--- src/rtl/landing_gear_pkg.sv ---
// Shared definitions for the landing-gear controller: state encoding and per-state outputs.
package landing_gear_pkg;

    localparam int unsigned STATE_W = 3;

    // State encoding (legacy-compatible 3-bit constants)
    localparam logic [STATE_W-1:0] TAXI  = 3'd0;
    localparam logic [STATE_W-1:0] TUP   = 3'd1;
    localparam logic [STATE_W-1:0] TDN   = 3'd2;
    localparam logic [STATE_W-1:0] GOUP  = 3'd3;
    localparam logic [STATE_W-1:0] FLYUP = 3'd4;
    localparam logic [STATE_W-1:0] GODN  = 3'd5;
    localparam logic [STATE_W-1:0] FLYDN = 3'd6;

    // Cockpit / hydraulic output bundle, MSB first: red, grn, valve, pump, timer
    typedef struct packed {
        logic red;
        logic grn;
        logic valve;
        logic pump;
        logic timer;
    } gear_out_t;

    localparam int unsigned OUT_W = 5;

    localparam gear_out_t OUT_TAXI  = gear_out_t'(5'b01101);
    localparam gear_out_t OUT_TUP   = gear_out_t'(5'b01100);
    localparam gear_out_t OUT_TDN   = gear_out_t'(5'b01100);
    localparam gear_out_t OUT_GOUP  = gear_out_t'(5'b10011);
    localparam gear_out_t OUT_FLYUP = gear_out_t'(5'b00001);
    localparam gear_out_t OUT_GODN  = gear_out_t'(5'b10111);
    localparam gear_out_t OUT_FLYDN = gear_out_t'(5'b01101);

endpackage

--- src/rtl/landing_gear_controller.sv ---
// Moore FSM sequencing landing-gear hydraulics, cockpit LEDs and the external takeoff timer.
module landing_gear_controller
    import landing_gear_pkg::*;
(
    input  logic Clock,
    input  logic Clear,
    input  logic GearIsDown,
    input  logic GearIsUp,
    input  logic PlaneOnGround,
    input  logic TimeUp,
    input  logic Lever,
    output logic RedLED,
    output logic GrnLED,
    output logic Valve,
    output logic Pump,
    output logic Timer
);

    logic [STATE_W-1:0] state;
    logic [STATE_W-1:0] state_next;
    gear_out_t          out_q;
    gear_out_t          out_next;

    // State and output registers; outputs are registered from the next-state decode so they track the state
    always_ff @(posedge Clock) begin
        if (Clear) begin
            state <= TAXI;
            out_q <= OUT_TAXI;
        end else begin
            state <= state_next;
            out_q <= out_next;
        end
    end

    // Next-state logic; conditions listed in priority order, holding by default
    always_comb begin
        state_next = state;
        case (state)
            TAXI: begin
                if (!PlaneOnGround) begin
                    state_next = Lever ? TDN : TUP;
                end
            end
            TUP, TDN: begin
                if (PlaneOnGround)          state_next = TAXI;
                else if (TimeUp && Lever)   state_next = FLYDN;
                else if (TimeUp)            state_next = GOUP;
                else if (Lever)             state_next = TDN;
                else                        state_next = TUP;
            end
            GOUP: begin
                // Retraction always completes before the lever is honoured
                if (GearIsUp) state_next = FLYUP;
            end
            FLYUP: begin
                if (Lever) state_next = GODN;
            end
            GODN: begin
                // Extension always completes before the lever is honoured
                if (GearIsDown && PlaneOnGround) state_next = TAXI;
                else if (GearIsDown)             state_next = FLYDN;
            end
            FLYDN: begin
                if (PlaneOnGround) state_next = TAXI;
                else if (!Lever)   state_next = GOUP;
            end
            default: state_next = TAXI;
        endcase
    end

    // Output decode of the state about to be entered
    always_comb begin
        out_next = OUT_TAXI;
        case (state_next)
            TAXI:    out_next = OUT_TAXI;
            TUP:     out_next = OUT_TUP;
            TDN:     out_next = OUT_TDN;
            GOUP:    out_next = OUT_GOUP;
            FLYUP:   out_next = OUT_FLYUP;
            GODN:    out_next = OUT_GODN;
            FLYDN:   out_next = OUT_FLYDN;
            default: out_next = OUT_TAXI;
        endcase
    end

    assign RedLED = out_q.red;
    assign GrnLED = out_q.grn;
    assign Valve  = out_q.valve;
    assign Pump   = out_q.pump;
    assign Timer  = out_q.timer;

endmodule

--- config.mk ---
export PLATFORM = sky130hd
export DESIGN_NAME = landing_gear_controller
export DESIGN_NICKNAME = d
export VERILOG_FILES = /design/src/rtl/landing_gear_pkg.sv /design/src/rtl/landing_gear_controller.sv
export SDC_FILE = /design/constraint.sdc
export NUM_CORES = 1
export LEC_CHECK = 0
export ABC_CLOCK_PERIOD_IN_PS = 1350
export BUFFER_PORTS_ARGS = -buffer_cell sky130_fd_sc_hd__buf_2
export CORE_MARGIN = 10
export CORE_UTILIZATION = 30
export DETAILED_ROUTE_END_ITERATION = 8
export GPL_ROUTABILITY_DRIVEN = 0
export PLACE_DENSITY = 0.54
export SLEW_MARGIN = 20
export SYNTH_ARGS = -nofsm -noshare
export SYNTH_HDL_FRONTEND = slang
export SYNTH_SLANG_ARGS = --single-unit
--- constraint.sdc ---
create_clock -name Clock -period 1.35 [get_ports Clock]
set_input_delay 0.27 -clock Clock [delete_from_list [all_inputs] [get_ports Clock]]
set_output_delay 0.27 -clock Clock [all_outputs]
set_load 0.1 [all_outputs]
==> flow_metrics.py <==
metrics = {
    "sta": {
        "period_share_pct": 101,
        "hold_ws_ns": 0.257,
        "worst_pin_slew_ns": 0.491,
        "max_slew_margin_pct": 67.5,
        "final_max_slew_viol_count": 0,
        "rsz0062_at_grt": "yes",
        "fin_crit_ns": 1.36,
        "timing.final.ws_setup_ns": -0.0123,
        "finalHoldViolCount": 0,
        "max_freq_mhz": 734,
        "setup_violations": 1,
        "skew_ns": 0.000480,
    },
    "synthesis": {
        "synth_edf_count": 0,
        "postSynthAreaPerCell_um2": 9.26,
        "yosysTopAreaCellShare_pct": 36.0,
        "synth_adder_area_share_pct": 0,
        "ys_warn_count": 0,
        "async_flop_share_pct": 0,
        "synthSimpleGateAreaFrac_pct": 27.0,
        "synth_mux_area_share_pct": 2.57,
        "yosys.area.top_type": "dfxtp_1",
        "synth.most_common_cell": "dfxtp_1",
        "synth-xor-area-share_pct": 2.25,
        "synth.distinct_cells": 26,
        "synth_ff_type": "dfxtp_1",
        "synth_top_family_by_area": "simple AND/OR/NAND/NOR gates",
        "synthCells": 42,
        "synth_commonest_cells": "7 x dfxtp_1, 4 x nor2_1, 3 x a21oi_1",
        "synth_compound_area_share_pct": 24.8,
        "synth-seq-cells": 7,
        "syn-num-nets": 49,
        "synth_area_um2": 389,
        "yosys-top-cells-area": "dfxtp_1 36%, o32ai_2 4.2%, a21oi_1 3.9%",
        "synth.yosys.seq_area_share_pct": 36.0,
    },
    "status": {
        "violations": "setup timing",
        "status": "finished with violations",
    },
    "power_and_ir_drop": {
        "total_power_uw": 632,
        "p_per_area_mw_per_mm2": 1060,
        "ir_drop_mv": 0.573,
        "total_leakage_power_nw": 0.244,
    },
    "worst_setup_path": {
        "cp-end-kind": "flop",
        "max_stage_delay_ns": 0.36,
        "r2r_end": "GrnLED",
        "worst_setup_path_start_kind": "flop",
        "reg2reg_from": "state[1]",
        "timing.critical_path.slowest_stage_cell": "dfxtp_4",
        "r2r_cells": 5,
        "crit_arrival_ns": 1.50,
        "rrSetupSlack_ns": -0.01,
        "crit_required_ns": 1.48,
        "crit_type": "flop to flop",
        "crit_chain": "nor2b_4 > and3b_2 > o22a_4 > nor2b_2 > a211o_1",
        "path_max_fanout": 6,
    },
    "floorplan": {
        "row_count": 12,
        "io_pins": 12,
        "die_h_um": 56.0,
        "die_x_um": 56.0,
        "start_util_pct": 33.2,
        "dieArea_mm2": 0.00314,
        "core_area_mm2": 0.00117,
    },
    "global_routing": {
        "grt_antenna_before_repair": 0,
        "grt_max_degree": 11,
        "grt-ovfl-total": 0,
        "grt_use_total_pct": 6.38,
        "grt_pass1_vias": 385,
        "grt_pass1_wl_um": 1680,
    },
    "hold_path": {
        "min_to": "state[0]",
        "hold_path.class": "input pin to flop",
        "min_from": "Clear",
        "hold_depth": 2,
    },
    "finish": {
        "finalInstanceArea_um2": 594,
        "antennaDiodeCount": 0,
        "area_growth_pct": 52.7,
        "fin_nets": 71,
        "drive_above_1_share_pct": 60.3,
    },
    "job": {
        "maxCapViolations": 0,
    },
    "detailed_routing": {
        "viasPerCell": 4.77,
        "wire_per_inst_um": 11.9,
        "drc_errors": 0,
        "detailroute.via_count": 367,
        "antenna_left": 0,
        "wl_um": 918,
        "drt_pre_antenna_iters": 1,
        "drt-initial-drc-count": 0,
    },
    "clocking": {
        "cts_buffers": 3,
        "cts_root_buf": "clkbuf_4",
        "cts_tree": "built",
        "h-tree-depth": 1,
        "clock_path_buffers": 2,
        "clkTransAtPathRegs_ns": 0.05,
        "clk_latency_ns": 0.24,
        "cts.sinks": 7,
    },
    "placed_design": {
        "port_buffers": 11,
        "dp_hpwl_um": 701,
        "dpl_cell_area_um2": 500,
    },
}
-- repair_timing --
action | CTS | global route
buffers inserted | 1 | 0
gates cloned | 0 | 0
endpoints found under the setup margin | 5 | 5
hold buffers | 0 | 0
gates resized for setup | 11 | 3
pin swaps | 5 | 2
-- per-layer routing --
layer	wire length, µm	vias to the layer above	track usage (%)
met5	0	-	0
li1	-	192	-
met1	407	169	7.60
met2	476	6	9.29
met3	34	0	1.59
met4	0	0	5.12
-- worst max path at each step --
stage                         from      to  slack (ns)  depth (start not counted)
final                     state[1]  GrnLED       -0.01                          5
after global routing      state[1]   Valve       -0.10                          5
after CTS                 state[1]   Timer       -0.04                          5
after detailed placement  state[0]  GrnLED       -0.14                          4
after global placement    state[0]  GrnLED       -0.14                          4
after floorplan           state[2]   Timer      -0.002                          5
-- placed cells by master, fill, tap and decap left out, types with 2 or more instances in the layout --
cell type,count
clkbuf_4,3
nor2b_4,2
nand2_1,2
dfxtp_2,2
dfxtp_1,3
nor2_1,3
buf_4,8
inv_1,2
dfxtp_4,2
buf_2,11
a21oi_1,3
-- cell type report --
type                            instances  area [µm²]
Inverter                                2        7.51
Fill cell                             115         577
Timing Repair Buffer                   19         115
Multi-Input combinational cell         31         278
Clock buffer                            4        26.3
Tap cell                               14        17.5
Sequential cell                         7         150
-- critical path, delay by kind of cell (launching register included) --
family	cells	cell delay, ns
compound gates	2	0.44
flops	1	0.36
simple gates	3	0.45
-- state kept, by name (all words and copies together) (netlist names) --
name,flops
GrnLED,1
RedLED,1
Timer,1
Valve,1
state,3
-- metrics by stage --
step	TNS (ns)	std cells	utilization (%)	worst slack [ns]
finish	-0.0123	77	50.7	-0.0123
global route	-0.413	77	50.7	-0.100
global placement	-0.447	72	42.7	-0.143
CTS	-0.0643	77	50.1	-0.0379
detailed placement	-0.477	72	42.7	-0.142
floorplan	-0.00194	42	-	-0.00194
-- cells by family after synthesis --
group           count (synthesis)
flops                           7
simple gates                   17
mux                             1
compound gates                 12
buf+inv                         4
xor+xnor                        1
-- report_power, final --
group          internal (mW)  switching [mW]  total [mW]
Combinational         0.0749           0.140       0.215
Clock                  0.112          0.0705       0.183
Sequential             0.221          0.0130       0.234
Total                  0.408           0.223       0.632
No activity file was read; power rests on OpenSTA's default activity.
